===== src/rtl/poly_operand_driver.sv =====
// Host-side initiator for the poly unit: latches A, B, C, X on start, feeds them to the
// unit one at a time behind timed go pulses, then captures the unit's result.
module poly_operand_driver #(
    parameter int DATA_W      = 8,
    parameter int GO_HIGH_CYC = 2,
    parameter int GO_LOW_CYC  = 2,
    parameter int RESULT_WAIT = 4
) (
    input  logic              clk,
    input  logic              reset,
    input  logic              start,
    input  logic [DATA_W-1:0] a_in,
    input  logic [DATA_W-1:0] b_in,
    input  logic [DATA_W-1:0] c_in,
    input  logic [DATA_W-1:0] x_in,
    output logic              go,
    output logic [DATA_W-1:0] data_out,
    input  logic [DATA_W-1:0] result_in,
    output logic [DATA_W-1:0] result_out,
    output logic              busy,
    output logic              done
);

    localparam int MAX_GO  = (GO_HIGH_CYC > GO_LOW_CYC) ? GO_HIGH_CYC : GO_LOW_CYC;
    localparam int MAX_CYC = (MAX_GO > RESULT_WAIT) ? MAX_GO : RESULT_WAIT;
    localparam int CNT_W   = (MAX_CYC > 1) ? $clog2(MAX_CYC) : 1;

    // Phase counters load N-1 and count down, so a phase lasts exactly N cycles.
    localparam logic [CNT_W-1:0] HI_LOAD   = CNT_W'(GO_HIGH_CYC - 1);
    localparam logic [CNT_W-1:0] LO_LOAD   = CNT_W'(GO_LOW_CYC - 1);
    localparam logic [CNT_W-1:0] WAIT_LOAD = CNT_W'((RESULT_WAIT > 0) ? RESULT_WAIT - 1 : 0);

    typedef enum logic [2:0] {
        S_IDLE,
        S_SETUP,
        S_PULSE_HI,
        S_PULSE_LO,
        S_WAIT,
        S_CAPTURE
    } state_t;

    state_t            state_q, state_d;
    logic [1:0]        idx_q, idx_d;
    logic [1:0]        next_idx;
    logic [CNT_W-1:0]  cnt_q, cnt_d;
    logic [DATA_W-1:0] op_q [4];
    logic [DATA_W-1:0] op_d [4];
    logic              go_q, go_d;
    logic [DATA_W-1:0] data_q, data_d;
    logic [DATA_W-1:0] result_q, result_d;
    logic              busy_q, busy_d;
    logic              done_q, done_d;

    always_ff @(posedge clk or posedge reset) begin
        if (reset) begin
            state_q  <= S_IDLE;
            idx_q    <= '0;
            cnt_q    <= '0;
            go_q     <= 1'b0;
            data_q   <= '0;
            result_q <= '0;
            busy_q   <= 1'b0;
            done_q   <= 1'b0;
            for (int i = 0; i < 4; i++) begin
                op_q[i] <= '0;
            end
        end else begin
            state_q  <= state_d;
            idx_q    <= idx_d;
            cnt_q    <= cnt_d;
            go_q     <= go_d;
            data_q   <= data_d;
            result_q <= result_d;
            busy_q   <= busy_d;
            done_q   <= done_d;
            for (int i = 0; i < 4; i++) begin
                op_q[i] <= op_d[i];
            end
        end
    end

    // Every output is computed one cycle ahead here so that all of them come straight from flops.
    always_comb begin
        state_d  = state_q;
        idx_d    = idx_q;
        cnt_d    = cnt_q;
        op_d     = op_q;
        go_d     = go_q;
        data_d   = data_q;
        result_d = result_q;
        busy_d   = busy_q;
        done_d   = 1'b0;
        next_idx = idx_q + 2'd1;

        case (state_q)
            // CAPTURE behaves as IDLE so a held start runs transactions back to back.
            S_IDLE, S_CAPTURE: begin
                state_d = S_IDLE;
                go_d    = 1'b0;
                busy_d  = 1'b0;
                if (start) begin
                    op_d[0] = a_in;
                    op_d[1] = b_in;
                    op_d[2] = c_in;
                    op_d[3] = x_in;
                    idx_d   = 2'd0;
                    data_d  = a_in;
                    busy_d  = 1'b1;
                    state_d = S_SETUP;
                end
            end
            S_SETUP: begin
                go_d    = 1'b1;
                cnt_d   = HI_LOAD;
                state_d = S_PULSE_HI;
            end
            S_PULSE_HI: begin
                if (cnt_q == '0) begin
                    go_d    = 1'b0;
                    cnt_d   = LO_LOAD;
                    state_d = S_PULSE_LO;
                end else begin
                    cnt_d = cnt_q - CNT_W'(1);
                end
            end
            S_PULSE_LO: begin
                if (cnt_q != '0) begin
                    cnt_d = cnt_q - CNT_W'(1);
                end else if (idx_q != 2'd3) begin
                    idx_d   = next_idx;
                    data_d  = op_q[next_idx];
                    state_d = S_SETUP;
                end else if (RESULT_WAIT == 0) begin
                    result_d = result_in;
                    done_d   = 1'b1;
                    busy_d   = 1'b0;
                    state_d  = S_CAPTURE;
                end else begin
                    cnt_d   = WAIT_LOAD;
                    state_d = S_WAIT;
                end
            end
            S_WAIT: begin
                if (cnt_q == '0) begin
                    result_d = result_in;
                    done_d   = 1'b1;
                    busy_d   = 1'b0;
                    state_d  = S_CAPTURE;
                end else begin
                    cnt_d = cnt_q - CNT_W'(1);
                end
            end
            default: begin
                state_d = S_IDLE;
            end
        endcase
    end

    assign go         = go_q;
    assign data_out   = data_q;
    assign result_out = result_q;
    assign busy       = busy_q;
    assign done       = done_q;

endmodule


===== config.mk =====
export PLATFORM = sky130hd
export DESIGN_NAME = poly_operand_driver
export DESIGN_NICKNAME = d
export VERILOG_FILES = /design/src/rtl/poly_operand_driver.sv
export SDC_FILE = /design/constraint.sdc
export NUM_CORES = 1
export LEC_CHECK = 0
export ABC_AREA = 0
export CORE_MARGIN = 2
export CORE_UTILIZATION = 50
export CTS_CLUSTER_DIAMETER = 200
export DETAILED_ROUTE_END_ITERATION = 7
export PLACE_DENSITY = 0.8
export SYNTH_ARGS = -nofsm -noshare
export SYNTH_HDL_FRONTEND = slang
export SYNTH_SLANG_ARGS = --single-unit
export TNS_END_PERCENT = 1

===== constraint.sdc =====
create_clock -name clk -period 2.6 [get_ports clk]
set_clock_uncertainty 0.1 [all_clocks]
set_input_delay 0.39 -clock clk [delete_from_list [all_inputs] [get_ports clk]]
set_output_delay 0.39 -clock clk [all_outputs]
set_load 0.02 [all_outputs]

==> qor.yml <==
slew_headroom_pct: 68.53
critPathKind: "reg -> reg"
layout.area.seq_mm2: 0.001451
critPathMaxFanout: 10
clock-sinks: 58
avgSynthCellArea_um2: 13.92
grt_max_degree: 59
finalHoldViolCount: 0
wl_per_cell_um: 15.88
synth_top_area_cell: "dfrtp_1"
cts_tree: "done"
p_per_area_mw_per_mm2: 1087
final.setup.tns_ps: 0
ctsHoldBuffers: 0
placementRows: 26
crit_path_top_delay_cell: "and3_1"
via_per_inst: 5.258
ys_seq_area_share_pct: 54.31
initial_core_util_pct: 52.00
mostFrequentLayoutCell: "clkdlybuf4s50_1"
setup-violations-final: 0
grt_setup_unrepaired: "false"
die_y_um: 77.11
antenna_found_initial: 0
start_kind: "flip-flop"
crit_family: "simple AND/OR/NAND/NOR gates"
die_x_um: 77.11
ant_nets: 0
syn_inst: 192
synth.top_cell.area_share_pct: 54.31
routed_wl_um: 5239
first_global_vias: 1865
ys_warn_count: 0
gp_congestion: 0.8303
critPathBufInv: 1
detail_route.first_pass.iterations: 4
fin_crit_ps: 1878
root_buffer: "clkbuf_8"
layout-drive-gt1-share_pct: 28.46
layout_common_cells: "clkdlybuf4s50_1, dfrtp_1, mux2_2, nor2_1, mux2i_1"
insertion_delay_ps: 330
cpPeakStageDelay_ps: 470
cp-end-kind: "flip-flop"
tightestPinTransition_ps: 471.1
core_mm2: 0.005140
nets: 303
maxCapViolCount: 0
drc: 0
cts.htree.levels: 3
diodes: 0
reg2reg_depth: 4
grt_pass1_wl_um: 8852
cp.depth: 4
slew_viol_final: 0
ys_types: 31
multi_input_area_mm2: 0.001111
p_leak_nw: 1.492
period_share_pct: 72.23
synth.area.top_cells: "dfrtp_1, mux2_2, mux4_2, mux2i_1, a21oi_1"
pin_count: 62
cts_buffers: 9
hp-class: "in -> async"
track_usage_pct: 19.31
p_total_mw: 3.830
mappedNetlistArea_mm2: 0.002673
cts_resized: 0
ir_drop_mv: 0.6711
grt_overflow: 0
arrival_ps: 1990
crit_path_cell_trace: "inv_1, ha_1, and3_1, mux2_2"
post_cts_buffers: 0
drt_iter0_markers: 57
syn2layout_area_growth_pct: 31.79
path_clk_slew_ps: 60
max-clock-path-buffers: 2
fill_cells: 412
fmax_ghz: 0.5325
synth_nets: 238
status: "finished, final reports clean"
synth_seq_cells: 58
numPortBuffers: 61
crit_required_ps: 2710
die_area_mm2: 0.005946
vias: 1735
dpl.hpwl_um: 3647
## flip-flops by register name (all words and copies together), names as in the netlist
signal / flops
go: 1
result_out: 8
done: 1
cnt_q: 2
state_q: 3
busy: 1
data_out: 8
op_q: 32
idx_q: 2
## layer usage
layer	track usage [%]	wire length (um)	vias to the layer above	part of all wire [%]
li1	-	-	815	-
met1	24.72	2229	877	43
met2	30.88	2673	37	51
met3	7.059	276	6	5.3
met4	5.893	59	0	1.1
met5	0	0	-	0
## worst reg2reg max path: cells and delay by family (launching register included)
family        cells  cell delay (ps)
simple gates      1              470
flops             1              400
mux               1              390
fa+ha+maj         1              340
buf+inv           1               70
## Yosys cell counts
cell and instances:
mux4_2 8, buf_1 1, a21oi_1 9, a22o_1 1, mux2_2 43, a21o_1 1, nand2b_4 1, nor2b_2 1
nor3_4 1, and3_1 2, o211ai_1 1, mux2i_1 10, nand2_1 5, o21ai_0 3, dfrtp_1 58, clkbuf_1 2
nor2b_1 1, ha_1 3, nor3_1 2, buf_6 4, a31oi_1 2, buf_2 4, nand3b_1 1, buf_4 1
a21boi_0 1, nand2b_1 3, nor2_1 12, o32ai_4 1, o31ai_1 1, inv_1 7, o22ai_1 2
## final cells by class
cell class,count,area share [%]
inverter,7,0.7460
multi-input combinational,115,31.55
sequential,58,41.21
timing repair buffer,66,19.11
tap,70,2.487
clock inverter,4,1.279
clock buffer,10,3.623
## path summary, 6_finish.rpt
kind	end	slack (ps)	from
worst min-delay path	result_out[0]	320	reset
worst max-delay path	result_out[0]	720	cnt_q[0]
worst max register to register	result_out[0]	720	cnt_q[0]
worst min register to register	op_q[5]	400	op_q[5]
min in group clk	op_q[5]	400	op_q[5]
max in group asynchronous	op_q[5]	1800	reset
## kinds of logic (layout without fill, tap and decap cells)
family,after synthesis,count (layout),synth area share (%)
AO/OA/AOI/OAI,22,22,5.665
adder cells (fa/ha/maj),3,3,1.405
buffers and inverters,19,87,4.120
flip-flops,58,58,54.31
multiplexers,61,61,28.60
AND/OR/NAND/NOR,29,29,5.899
## metrics by stage
stage | hold WS [ps] | setup slack (ps) | cell area [um^2] | util [%] | std cells
floorplan | 375.1 | 682.0 | 2673 | - | 192
global placement | 384.6 | 523.3 | 3349 | 65.17 | 316
detailed placement | 393.1 | 504.4 | 3349 | 65.17 | 316
CTS | 340.3 | 713.9 | 3522 | 68.52 | 330
global route | 343.7 | 577.4 | 3522 | 68.52 | 330
finish | 319.1 | 721.9 | 3522 | 68.52 | 330
## report_power, final
group          total (mW)  switching, mW  internal, mW
Combinational        1.57          0.676         0.891
Clock               0.755          0.329         0.427
Sequential           1.51          0.224          1.28
No activity file was read; power rests on OpenSTA's default activity.
